===== config.mk =====
export PLATFORM = sky130hd
export DESIGN_NAME = control_unit
export DESIGN_NICKNAME = d
export VERILOG_FILES = /design/src/rtl/cpu_pkg.sv /design/src/rtl/control_opclass.sv /design/src/rtl/control_unit.sv
export SDC_FILE = /design/constraint.sdc
export NUM_CORES = 1
export LEC_CHECK = 0
export ABC_CLOCK_PERIOD_IN_PS = 4700
export CORE_MARGIN = 4
export CORE_UTILIZATION = 30
export DETAILED_ROUTE_END_ITERATION = 16
export SLEW_MARGIN = 20
export SYNTH_ARGS = -nofsm -noshare
export SYNTH_HDL_FRONTEND = slang
export SYNTH_HIERARCHICAL = 1
export SYNTH_SLANG_ARGS = --single-unit

===== constraint.sdc =====
create_clock -name i_clk -period 4.7 [get_ports i_clk]
set_clock_uncertainty 0.2 [all_clocks]
set_input_delay 0.705 -clock i_clk [delete_from_list [all_inputs] [get_ports i_clk]]
set_output_delay 0.705 -clock i_clk [all_outputs]
set_load 0.01 [all_outputs]

===== src/rtl/cpu_pkg.sv =====
// Shared definitions for the sequencer, decode stage and ALU: opcode map,
// control state encoding and ALU operation codes.
package cpu_pkg;

  localparam logic [3:0] OP_NOP   = 4'h0;
  localparam logic [3:0] OP_ADD   = 4'h1;
  localparam logic [3:0] OP_SUB   = 4'h2;
  localparam logic [3:0] OP_AND   = 4'h3;
  localparam logic [3:0] OP_OR    = 4'h4;
  localparam logic [3:0] OP_XOR   = 4'h5;
  localparam logic [3:0] OP_SHL   = 4'h6;
  localparam logic [3:0] OP_SHR   = 4'h7;
  localparam logic [3:0] OP_LOAD  = 4'h8;
  localparam logic [3:0] OP_STORE = 4'h9;
  localparam logic [3:0] OP_HALT  = 4'hF;

  typedef enum logic [2:0] {
    ST_IDLE      = 3'd0,
    ST_FETCH     = 3'd1,
    ST_DECODE    = 3'd2,
    ST_EXECUTE   = 3'd3,
    ST_MEM       = 3'd4,
    ST_WRITEBACK = 3'd5,
    ST_HALT      = 3'd6
  } state_t;

  // ALU codes share the opcode values so the latched opcode drives the ALU directly
  typedef enum logic [3:0] {
    ALU_NONE = 4'h0,
    ALU_ADD  = 4'h1,
    ALU_SUB  = 4'h2,
    ALU_AND  = 4'h3,
    ALU_OR   = 4'h4,
    ALU_XOR  = 4'h5,
    ALU_SHL  = 4'h6,
    ALU_SHR  = 4'h7
  } alu_op_t;

  function automatic logic op_is_reserved(input logic [3:0] op);
    return (op >= 4'hA) && (op <= 4'hE);
  endfunction

endpackage


===== src/rtl/control_opclass.sv =====
// Combinational opcode classifier used by the control sequencer.
module control_opclass
  import cpu_pkg::*;
(
  input  logic [3:0] opcode,
  output logic       is_alu,
  output logic       is_load,
  output logic       is_store,
  output logic       is_halt,
  output logic       is_reserved
);

  always_comb begin
    is_alu      = (opcode >= OP_ADD) && (opcode <= OP_SHR);
    is_load     = (opcode == OP_LOAD);
    is_store    = (opcode == OP_STORE);
    is_halt     = (opcode == OP_HALT);
    is_reserved = op_is_reserved(opcode);
  end

endmodule


===== src/rtl/control_unit.sv =====
// Multi-cycle instruction sequencer: fetch/decode/execute/mem/writeback FSM
// with run/halt control and a retired-instruction counter.
module control_unit
  import cpu_pkg::*;
#(
  parameter int CNT_W = 16
) (
  input  logic             i_clk,
  input  logic             i_reset,
  input  logic             i_run,
  input  logic [3:0]       i_opcode,
  input  logic             i_imem_valid,
  input  logic             i_dmem_ready,
  output logic             o_imem_req,
  output logic             o_ir_load,
  output logic             o_pc_en,
  output logic             o_reg_we,
  output logic             o_mem_re,
  output logic             o_mem_we,
  output logic             o_halted,
  output logic             o_illegal,
  output logic [3:0]       o_alu_op,
  output logic [2:0]       o_state,
  output logic [CNT_W-1:0] o_retired
);

  state_t           state;
  logic [3:0]       opcode_q;
  logic [CNT_W-1:0] retired_q;

  logic [3:0] class_op;
  logic       is_alu;
  logic       is_load;
  logic       is_store;
  logic       is_halt;
  logic       is_reserved;
  logic       is_nop_like;
  state_t     after_done;

  // The opcode register is only valid after DECODE, so classify the live field there
  assign class_op = (state == ST_DECODE) ? i_opcode : opcode_q;

  control_opclass u_opclass (
    .opcode      (class_op),
    .is_alu      (is_alu),
    .is_load     (is_load),
    .is_store    (is_store),
    .is_halt     (is_halt),
    .is_reserved (is_reserved)
  );

  assign is_nop_like = !(is_alu || is_load || is_store || is_halt);
  assign after_done  = i_run ? ST_FETCH : ST_IDLE;

  always_comb begin
    o_imem_req = 1'b0;
    o_ir_load  = 1'b0;
    o_pc_en    = 1'b0;
    o_reg_we   = 1'b0;
    o_mem_re   = 1'b0;
    o_mem_we   = 1'b0;
    o_halted   = 1'b0;
    o_illegal  = 1'b0;
    o_alu_op   = 4'h0;
    case (state)
      ST_FETCH: begin
        o_imem_req = 1'b1;
        o_ir_load  = i_imem_valid;
      end
      ST_DECODE: begin
        o_pc_en   = is_nop_like;
        o_illegal = is_reserved;
      end
      ST_EXECUTE: begin
        o_alu_op = opcode_q;
      end
      ST_MEM: begin
        o_mem_re = is_load;
        o_mem_we = is_store;
        o_pc_en  = is_store && i_dmem_ready;
      end
      ST_WRITEBACK: begin
        o_reg_we = 1'b1;
        o_pc_en  = 1'b1;
      end
      ST_HALT: begin
        o_halted = 1'b1;
      end
      default: begin
      end
    endcase
  end

  assign o_state   = state;
  assign o_retired = retired_q;

  always_ff @(posedge i_clk or posedge i_reset) begin
    if (i_reset) begin
      state     <= ST_IDLE;
      opcode_q  <= 4'h0;
      retired_q <= '0;
    end else begin
      if (o_pc_en) begin
        retired_q <= retired_q + {{(CNT_W-1){1'b0}}, 1'b1};
      end
      case (state)
        ST_IDLE: begin
          if (i_run) state <= ST_FETCH;
        end
        ST_FETCH: begin
          if (i_imem_valid) state <= ST_DECODE;
        end
        ST_DECODE: begin
          opcode_q <= i_opcode;
          if (is_halt)           state <= ST_HALT;
          else if (is_nop_like)  state <= after_done;
          else                   state <= ST_EXECUTE;
        end
        ST_EXECUTE: begin
          state <= is_alu ? ST_WRITEBACK : ST_MEM;
        end
        ST_MEM: begin
          if (i_dmem_ready) state <= is_load ? ST_WRITEBACK : after_done;
        end
        ST_WRITEBACK: begin
          state <= after_done;
        end
        ST_HALT: begin
          if (!i_run) state <= ST_IDLE;
        end
        default: begin
          state <= ST_IDLE;
        end
      endcase
    end
  end

  // Handshake and exclusivity invariants
  a_ir_pc_excl: assert property (@(posedge i_clk) disable iff (i_reset)
    !(o_ir_load && o_pc_en));
  a_mem_excl: assert property (@(posedge i_clk) disable iff (i_reset)
    !(o_mem_re && o_mem_we));
  a_imem_hold: assert property (@(posedge i_clk) disable iff (i_reset)
    (o_imem_req && !i_imem_valid) |=> o_imem_req);
  a_dmem_hold: assert property (@(posedge i_clk) disable iff (i_reset)
    ((o_mem_re || o_mem_we) && !i_dmem_ready) |=> (o_mem_re || o_mem_we));

endmodule

==> impl.org, run 1 <==
** STA
- Setup repair after global routing missed its margin :: false
- Number of pins with negative max-slew slack in the final report :: 0
- Max_slew headroom :: 0.393
- Counting I/O delays and the setup requirement, the final critical path takes 4.39 ns.
- For the pin with the worst max-slew slack, the measured transition is 0.910 ns.
- After routing, the total negative slack on setup checks comes to 0 ns.
- Number of setup violations in the final report :: 0
- Static timing analysis puts the maximum clock frequency at 228 MHz.
- The number of endpoints with negative hold slack in the final report was 0.
- Post-route fraction of the period consumed by the critical path :: 0.935

** Synthesis
- Count of mapped cells out of synthesis :: 132
- Post-synth EDFFs :: 0
- Post-Syn Area per Cell :: 9.55 um2
- Share of the synthesized area in the top cell type :: 0.457
- After synthesis the netlist holds a flip-flop and latch count of 23.
- The number of nets in the synthesized netlist is 142.
- In this run the cell area of the synthesized design comes to 1260 um2.
- In the synthesized netlist the async set-or-reset flop fraction comes to 1.00.
- Cell with the most instances after synthesis :: sky130_fd_sc_hd__dfrtp_1
- For this run, the register share of the synthesized area comes to 0.457.
- Of all cell types, the one taking the most synthesized area is sky130_fd_sc_hd__dfrtp_1.
- The commonest cells after synthesis are sky130_fd_sc_hd__dfrtp_1 (23), sky130_fd_sc_hd__nand2_1 (16), sky130_fd_sc_hd__xor2_1 (11), sky130_fd_sc_hd__nor3_1 (10), sky130_fd_sc_hd__nor2_1 (7).
- The synthesized netlist contains 36 unique library cells.
- Main area contributors after synthesis :: sky130_fd_sc_hd__dfrtp_1 (46%), sky130_fd_sc_hd__xor2_1 (7.6%), sky130_fd_sc_hd__nand2_1 (4.8%)
- The Yosys step of the flow raised 6 warnings.
- Among all flip-flop cells after synthesis, the most frequent one is sky130_fd_sc_hd__dfrtp_1.

** Min path
- The worst hold path terminates at o_retired[15].
- In this run the worst hold path is classified as reg -> reg.
- The worst hold path begins at o_retired[15].
- Along the worst hold path, the cell count comes to 1.

** Drt
- Once detail routing completed, the nets flagged for antenna violations numbered 0.
- Dividing the detail-routed wire length by the instance count gives 13.5 um.
- In this run, the number of DRC markers left after iteration 0 of detailed routing was 47.
- Via total after detailed routing :: 1,062
- In the routed design, unresolved DRC markers number 0.
- After detailed routing, the total wire length is 2960 um.
- In the routed layout, each cell is associated on average with a via count of 4.85.
- Count of TritonRoute iterations in the first routing pass :: 6

** Die
- From left edge to right edge, the die measures 72.8 um.
- Measured along the y axis, the die boundary spans 72.8 um.
- In this run the core area contains 23 standard-cell rows.
- Number of top-level design ports :: 40
- Area of the core :: 4030 um2
- Starting Density :: 0.313
- The die covers 5300 um2.

** Global route
- For this run, the total global-route usage over all layers was measured as 0.111.
- The via count of the first global-routing pass is 1,125.
- The initial antenna violation count was 0.
- The first global-routing pass estimated 4750 um of wire.
- Entering global routing, the biggest net connects 24 pins.
- Leftover overflow at the end of global routing :: 0

** Critical path
- Data on the critical path is required at its endpoint by 3.80 ns.
- R2R Path End :: o_retired[6]
- The startpoint identified for the worst register-to-register timing path is o_state[1].
- STA classifies the critical path startpoint as a flip-flop.
- STA classifies the critical path endpoint as a primary output.
- Cells on worst reg2reg path :: 8
- The worst setup path is of the reg -> out kind.
- STA puts the critical path data arrival time at 3.49 ns.
- Setup slack of the most critical reg-to-reg path :: 1.13 ns
- Worst-path maximum fanout :: 15

** Final layout
- In the final layout, the share of cells above drive strength 1 is 0.0888.
- Registers take 576 um2.
- Layout Cells excl Fill :: 219
- The number of antenna diodes in the final layout is 0.
- Fill cell total of the finished layout :: 392
- Footprint of the multi-input gates :: 629 um2
- Net count of the finished layout :: 180
- Syn-to-layout area delta :: 36.9%

** Clock tree
- Post-CTS Hold Buffers :: 0
- TritonCTS created 3 clock buffers.
- In this run the number of H-tree levels came out at 1.
- Max Buffers Root-to-Sink :: 2
- Clock insertion delay at the later pin of the skew report :: 0.26 ns
- CTS tree :: yes
- Post-CTS setup-driven buffer insertion count :: 0
- CTS placed an instance of sky130_fd_sc_hd__clkbuf_8 at the clock tree root.
- Clock transition at path regs :: 0.08 ns
- The tree built by TritonCTS fans out to 23 sinks.
- Total of cells resized after clock tree synthesis :: 0

** Placed design
- Global placement routability congestion :: 0.763
- Including well taps, the total number of placed cells is 215.
- Number of input and output port buffers inserted :: 39
- HPWL after detailed placement :: 2230 um

** Pwr
- VDD sags by at most 0.285 mV.
- The analysis attributes to cell leakage a power of 0.714 nW.
- Cell Pwr Density :: 519 nW/um2

** Run
- Count of max-cap constraint violations :: 0

** Status
- The run finished with clean final reports.
==> placed cells by master, fill, tap and decap left out, types with 2 or more instances in the layout <==
cell	instances
sky130_fd_sc_hd__clkbuf_8	3
sky130_fd_sc_hd__nand3_1	5
sky130_fd_sc_hd__and3_1	5
sky130_fd_sc_hd__a21oi_1	3
sky130_fd_sc_hd__nor3b_1	2
sky130_fd_sc_hd__dfrtp_1	23
sky130_fd_sc_hd__xnor2_1	3
sky130_fd_sc_hd__nor3_1	10
sky130_fd_sc_hd__xor2_1	11
sky130_fd_sc_hd__nor4_1	3
sky130_fd_sc_hd__nand2_1	16
sky130_fd_sc_hd__inv_1	6
sky130_fd_sc_hd__or4_1	2
sky130_fd_sc_hd__o21ai_0	2
sky130_fd_sc_hd__o22ai_1	2
sky130_fd_sc_hd__or2_2	2
sky130_fd_sc_hd__nor2_1	7
sky130_fd_sc_hd__and2_1	2
sky130_fd_sc_hd__nand4_1	3
sky130_fd_sc_hd__mux2_2	5
sky130_fd_sc_hd__clkdlybuf4s50_1	39
==> power breakdown <==
part	switching, mW	internal [mW]	total, mW	leakage, nW
logic	0.213	0.226	0.439	0.412
clock network	0.0595	0.0603	0.120	0.0228
registers	0.0802	0.256	0.336	0.279
==> state kept, by name, indices dropped and copies added, names as in the netlist <==
name,cells
o_state,3
opcode_q,4
o_retired,16
==> cell families (layout without fill, tap and decap cells) <==
logic type,count (synthesis),count (layout),synth area share
mux,5,5,0.0447
xor+xnor,15,15,0.110
simple gates,63,63,0.267
fa+ha+maj,1,1,0.00993
compound gates,13,13,0.0675
flops,23,23,0.457
buf+inv,12,49,0.0437
==> worst max-delay path by stage <==
stage              end         from  cells past startpoint
3_5_place_dp   o_pc_en  i_opcode[0]                      8
2_1_floorplan  o_pc_en   o_state[2]                      9
4_1_cts        o_pc_en   o_state[0]                      8
3_3_place_gp   o_pc_en  i_opcode[0]                      8
6_report       o_pc_en   o_state[1]                      8
5_1_grt        o_pc_en   o_state[0]                      8
==> worst max-delay path: stages (launching register included) <==
cell	delay, ns
sky130_fd_sc_hd__dfrtp_1	0.56
sky130_fd_sc_hd__or3b_1	0.51
sky130_fd_sc_hd__mux2_2	0.35
sky130_fd_sc_hd__nor3_2	0.20
sky130_fd_sc_hd__nor2_1	0.08
sky130_fd_sc_hd__or4_1	0.52
sky130_fd_sc_hd__o32a_2	0.31
sky130_fd_sc_hd__inv_1	0.15
sky130_fd_sc_hd__clkdlybuf4s50_1	0.55
==> cell type report <==
class | count | share of cell area
Clock buffer | 4 | 0.0261
Inverter | 6 | 0.0131
Multi-Input combinational cell | 97 | 0.365
Sequential cell | 23 | 0.334
Tap cell | 50 | 0.0363
Timing Repair Buffer | 39 | 0.226
==> layer usage <==
metal | wire (um) | track usage | vias to the layer above
met3 | 241 | 0.0248 | 2
met2 | 1400 | 0.201 | 37
met4 | 8 | 0.0328 | 0
li1 | - | - | 531
met1 | 1320 | 0.128 | 492
met5 | 0 | 0 | -
==> through the flow <==
step | utilization | instance area [um2] | power, mW | hold WS (ns) | setup slack (ns)
after floorplan | - | 1260 | 0.607 | 0.304 | 1.34
after global placement | 0.417 | 1680 | 0.774 | 0.263 | 0.595
after global routing | 0.428 | 1730 | 0.960 | 0.294 | 0.160
final | 0.428 | 1730 | 0.895 | 0.270 | 0.307
after detailed placement | 0.417 | 1680 | 0.782 | 0.263 | 0.566
after CTS | 0.428 | 1730 | 0.905 | 0.277 | 0.299
No activity file was read; power rests on OpenSTA's default activity.
==> run 2, diff against run 1 <==
--- a/config.mk
+++ b/config.mk
@@ -5,10 +5,12 @@
 export SDC_FILE = /design/constraint.sdc
 export NUM_CORES = 1
 export LEC_CHECK = 0
-export ABC_CLOCK_PERIOD_IN_PS = 4700
+export CELL_PAD_IN_SITES_DETAIL_PLACEMENT = 2
+export CELL_PAD_IN_SITES_GLOBAL_PLACEMENT = 2
 export CORE_MARGIN = 4
-export CORE_UTILIZATION = 30
+export CORE_UTILIZATION = 29
 export DETAILED_ROUTE_END_ITERATION = 16
+export PLACE_DENSITY_LB_ADDON = 0.1
 export SLEW_MARGIN = 20
 export SYNTH_ARGS = -nofsm -noshare
 export SYNTH_HDL_FRONTEND = slang
==> run 2 against run 1 <==
Net effect: setup slack got worse by 0.010 ns; cell area rose by 0.94%; hold slack gained 0.0012 ns; via count increased by 6.6%; non-clock buffer count up 2; first-iteration DRC count down 40%; sequential power down 6%; combinational power up 13%; global-route usage grew 4.0 points; routed wire length is 29% higher; total power grew 5.8%; critical path type unchanged.
==> impl.org, run 2 (synthesized netlist as in run 1, its figures left out) <==
** Critical path
- Critical path type :: reg -> out (unchanged)
- The arrival time at the worst endpoint is 3.50 ns (was 3.49 ns).
- Worst-path maximum fanout :: 15 (unchanged)
- The element type at the critical path start is a flip-flop (unchanged).
- Delay of the slowest cell on the worst path :: 0.56 ns (about the same)
- Endpoint type of the worst setup path :: primary output (unchanged)
- The slowest cell on the critical path is sky130_fd_sc_hd__clkdlybuf4s50_1 (was sky130_fd_sc_hd__dfrtp_1).
- The worst path required time was 3.80 ns (about the same).
- CP Cell Sequence :: or3b_1 > mux2_2 > nor3_2 > nor2_1 > or4_1 > o32a_2 > inv_1 > clkdlybuf4s50_1 (unchanged)

** Clock tree
- The TritonCTS clock tree was yes (unchanged).
- CTS root buffer :: sky130_fd_sc_hd__clkbuf_8 (unchanged)
- The post-CTS setup-driven buffer insertion count was 0 (unchanged).
- Number of buffers created by CTS :: 3 (unchanged)
- The number of H-tree branching levels came to 1 (unchanged).
- The clock transition at the register clock pins on the worst setup and hold paths after CTS was 0.09 ns (was 0.08 ns).
- The hold buffer count at CTS came to 0 (unchanged).
- Max Buffers Root-to-Sink :: 2 (unchanged)
- Clock Sink Count :: 23 (unchanged)
- The number of cells upsized or downsized after cts was 0 (unchanged).
- The clock insertion delay at the later pin of the skew report was 0.27 ns (was 0.26 ns).

** Pwr
- Max VDD drop :: 0.166 mV (was 0.285 mV)
- The cell leakage power was 0.727 nW (was 0.714 nW).
- The total power of the final layout came to 947 uW (was 895 uW).
- Cell Pwr Density :: 544 nW/um2 (was 519 nW/um2)

** Final layout
- The leading cell type in the layout, fill and taps excluded was sky130_fd_sc_hd__clkdlybuf4s50_1 (unchanged).
- Footprint of the flip-flops and latches :: 576 um2 (unchanged)
- The final standard cell area without fillers is 1740 um2 (was 1730 um2).
- Footprint of the multi-input gates :: 629 um2 (unchanged)
- Antenna Diode Count :: 0 (unchanged)
- Fraction of layout cells with a size suffix above 1 :: 0.105 (was 0.0888)
- Final core utilization :: 0.426 (was 0.428)
- The flip-flop count of the largest register, all copies and words added was 16 (unchanged).
- Syn-to-layout area delta :: 38.2% (was 36.9%)
- Net count of the finished layout :: 182 (was 180)
- Most used cells in the layout excluding fill and tap cells: sky130_fd_sc_hd__clkdlybuf4s50_1 (39), sky130_fd_sc_hd__dfrtp_1 (23), sky130_fd_sc_hd__nand2_1 (16) (unchanged).
- Fill cell total of the finished layout :: 449 (was 392)

** Run
- Count of max-cap constraint violations :: 0 (unchanged)

** STA
- Setup repair after global routing missed its margin :: false (unchanged)
- The highest attainable clock frequency was 227 MHz (was 228 MHz).
- The worst max-slew margin expressed relative to the limit came to 0.414 (was 0.393).
- Time the final worst path needs with I/O delays and setup :: 4.40 ns (was 4.39 ns)
- The final-layout setup total negative slack came to 0 ns (unchanged).
- The number of endpoints with negative hold slack in the final report is 0 (unchanged).
- The final count of negative-setup-slack endpoints is 0 (unchanged).
- Post-route fraction of the period consumed by the critical path :: 0.937 (was 0.935)
- Number of pins with negative max-slew slack in the final report :: 0 (unchanged)
- Worst slew pin tran :: 0.878 ns (was 0.910 ns)
- Crit path setup slack, layout :: 0.297 ns (was 0.307 ns)

** Die
- The horizontal die dimension is 73.9 um (was 72.8 um).
- Number of top-level design ports :: 40 (unchanged)
- The standard cell core area came to 4090 um2 (was 4030 um2).
- Die Footprint :: 5460 um2 (was 5300 um2)
- Count of standard-cell rows :: 23 (unchanged)
- The die height was 73.9 um (was 72.8 um).
- Starting Density :: 0.308 (was 0.313)

** Placed design
- HPWL after detailed placement :: 2910 um (was 2230 um)
- Instance area at placement :: 1700 um2 (was 1680 um2)
- The number of I/O port buffers came to 39 (unchanged).
- Global placement routability congestion :: 0.759 (was 0.763)
- Post-Place Worst Slack :: 0.536 ns (was 0.566 ns)

** Drt
- The remaining antenna violation count is 0 (unchanged).
- The mean number of vias per cell is 5.12 (was 4.85).
- Number of design rule violations left after detail routing :: 0 (unchanged)
- The iteration-0 DRC count of the detailed router came to 28 (was 47).
- Routed wirelength normalized by instance count :: 17.4 um (was 13.5 um)
- The overall via count from detail_route is 1,132 (was 1,062).
- Count of TritonRoute iterations in the first routing pass :: 3 (was 6)
- The overall routed net length is 3840 um (was 2960 um).

** Global route
- Leftover overflow at the end of global routing :: 0 (unchanged)
- The first-pass GRT wire length came to 6440 um (was 4750 um).
- The overall global routing resource usage came to 0.150 (was 0.111).
- The initial antenna violation count was 0 (unchanged).
- Largest net degree at the start of global routing :: 24 (unchanged)
- Number of global-route vias before repair :: 1,250 (was 1,125)

** Status
- Status: finished clean (unchanged).

** Min path
- Hold crit path type :: reg -> reg (unchanged)
==> run 2: worst paths after layout <==
kind                                     from       endpoint  slack (ns)  cells past startpoint
worst max-delay path               o_state[2]        o_pc_en        0.30                      8
worst min-delay path            o_retired[15]  o_retired[15]        0.27                      1
worst max register to register     o_state[2]   o_retired[6]        1.16                      8
worst min register to register  o_retired[15]  o_retired[15]        0.27                      1
max in group asynchronous             i_reset  o_retired[15]        3.04                      2
min in group asynchronous             i_reset  o_retired[10]        0.71                      2
==> run 2: metal layers <==
| layer | share of wire | global-route usage | vias up | routed length [um] |
|---|---|---|---|---|
| li1 | - | - | 537 | - |
| met1 | 0.49 | 0.204 | 565 | 1870 |
| met2 | 0.47 | 0.253 | 26 | 1810 |
| met3 | 0.033 | 0.0246 | 4 | 126 |
| met4 | 0.0070 | 0.0302 | 0 | 27 |
| met5 | 0 | 0 | - | 0 |
==> run 2: final cells by class <==
| cell class | count | share of cell area |
|---|---|---|
| Sequential cell | 23 | 0.330 |
| Timing Repair Buffer | 41 | 0.233 |
| Clock inverter | 1 | 0.00287 |
| Multi-Input combinational cell | 97 | 0.361 |
| Inverter | 6 | 0.0129 |
| Tap cell | 50 | 0.0359 |
| Clock buffer | 3 | 0.0237 |
==> run 2: where the power goes <==
group	switching, mW	internal [mW]	total [mW]
Clock	0.0723	0.0594	0.132
Combinational	0.263	0.236	0.498
Sequential	0.0609	0.256	0.317
Total	0.396	0.551	0.947
==> run 2: critical path, delay by kind of cell, from the launching register on <==
| family | cells | cell delay [ns] |
|---|---|---|
| AOI/OAI and AO/OA | 1 | 0.32 |
| muxes | 1 | 0.38 |
| DFF | 1 | 0.49 |
| buffers and inverters | 2 | 0.72 |
| and+or+nand+nor | 4 | 1.33 |
==> run 2: metrics by stage <==
stage | cells | hold WS, ns
finish | 221 | 0.272
global route | 221 | 0.305
CTS | 221 | 0.278
detailed placement | 217 | 0.260
global placement | 217 | 0.259
floorplan | 132 | 0.304
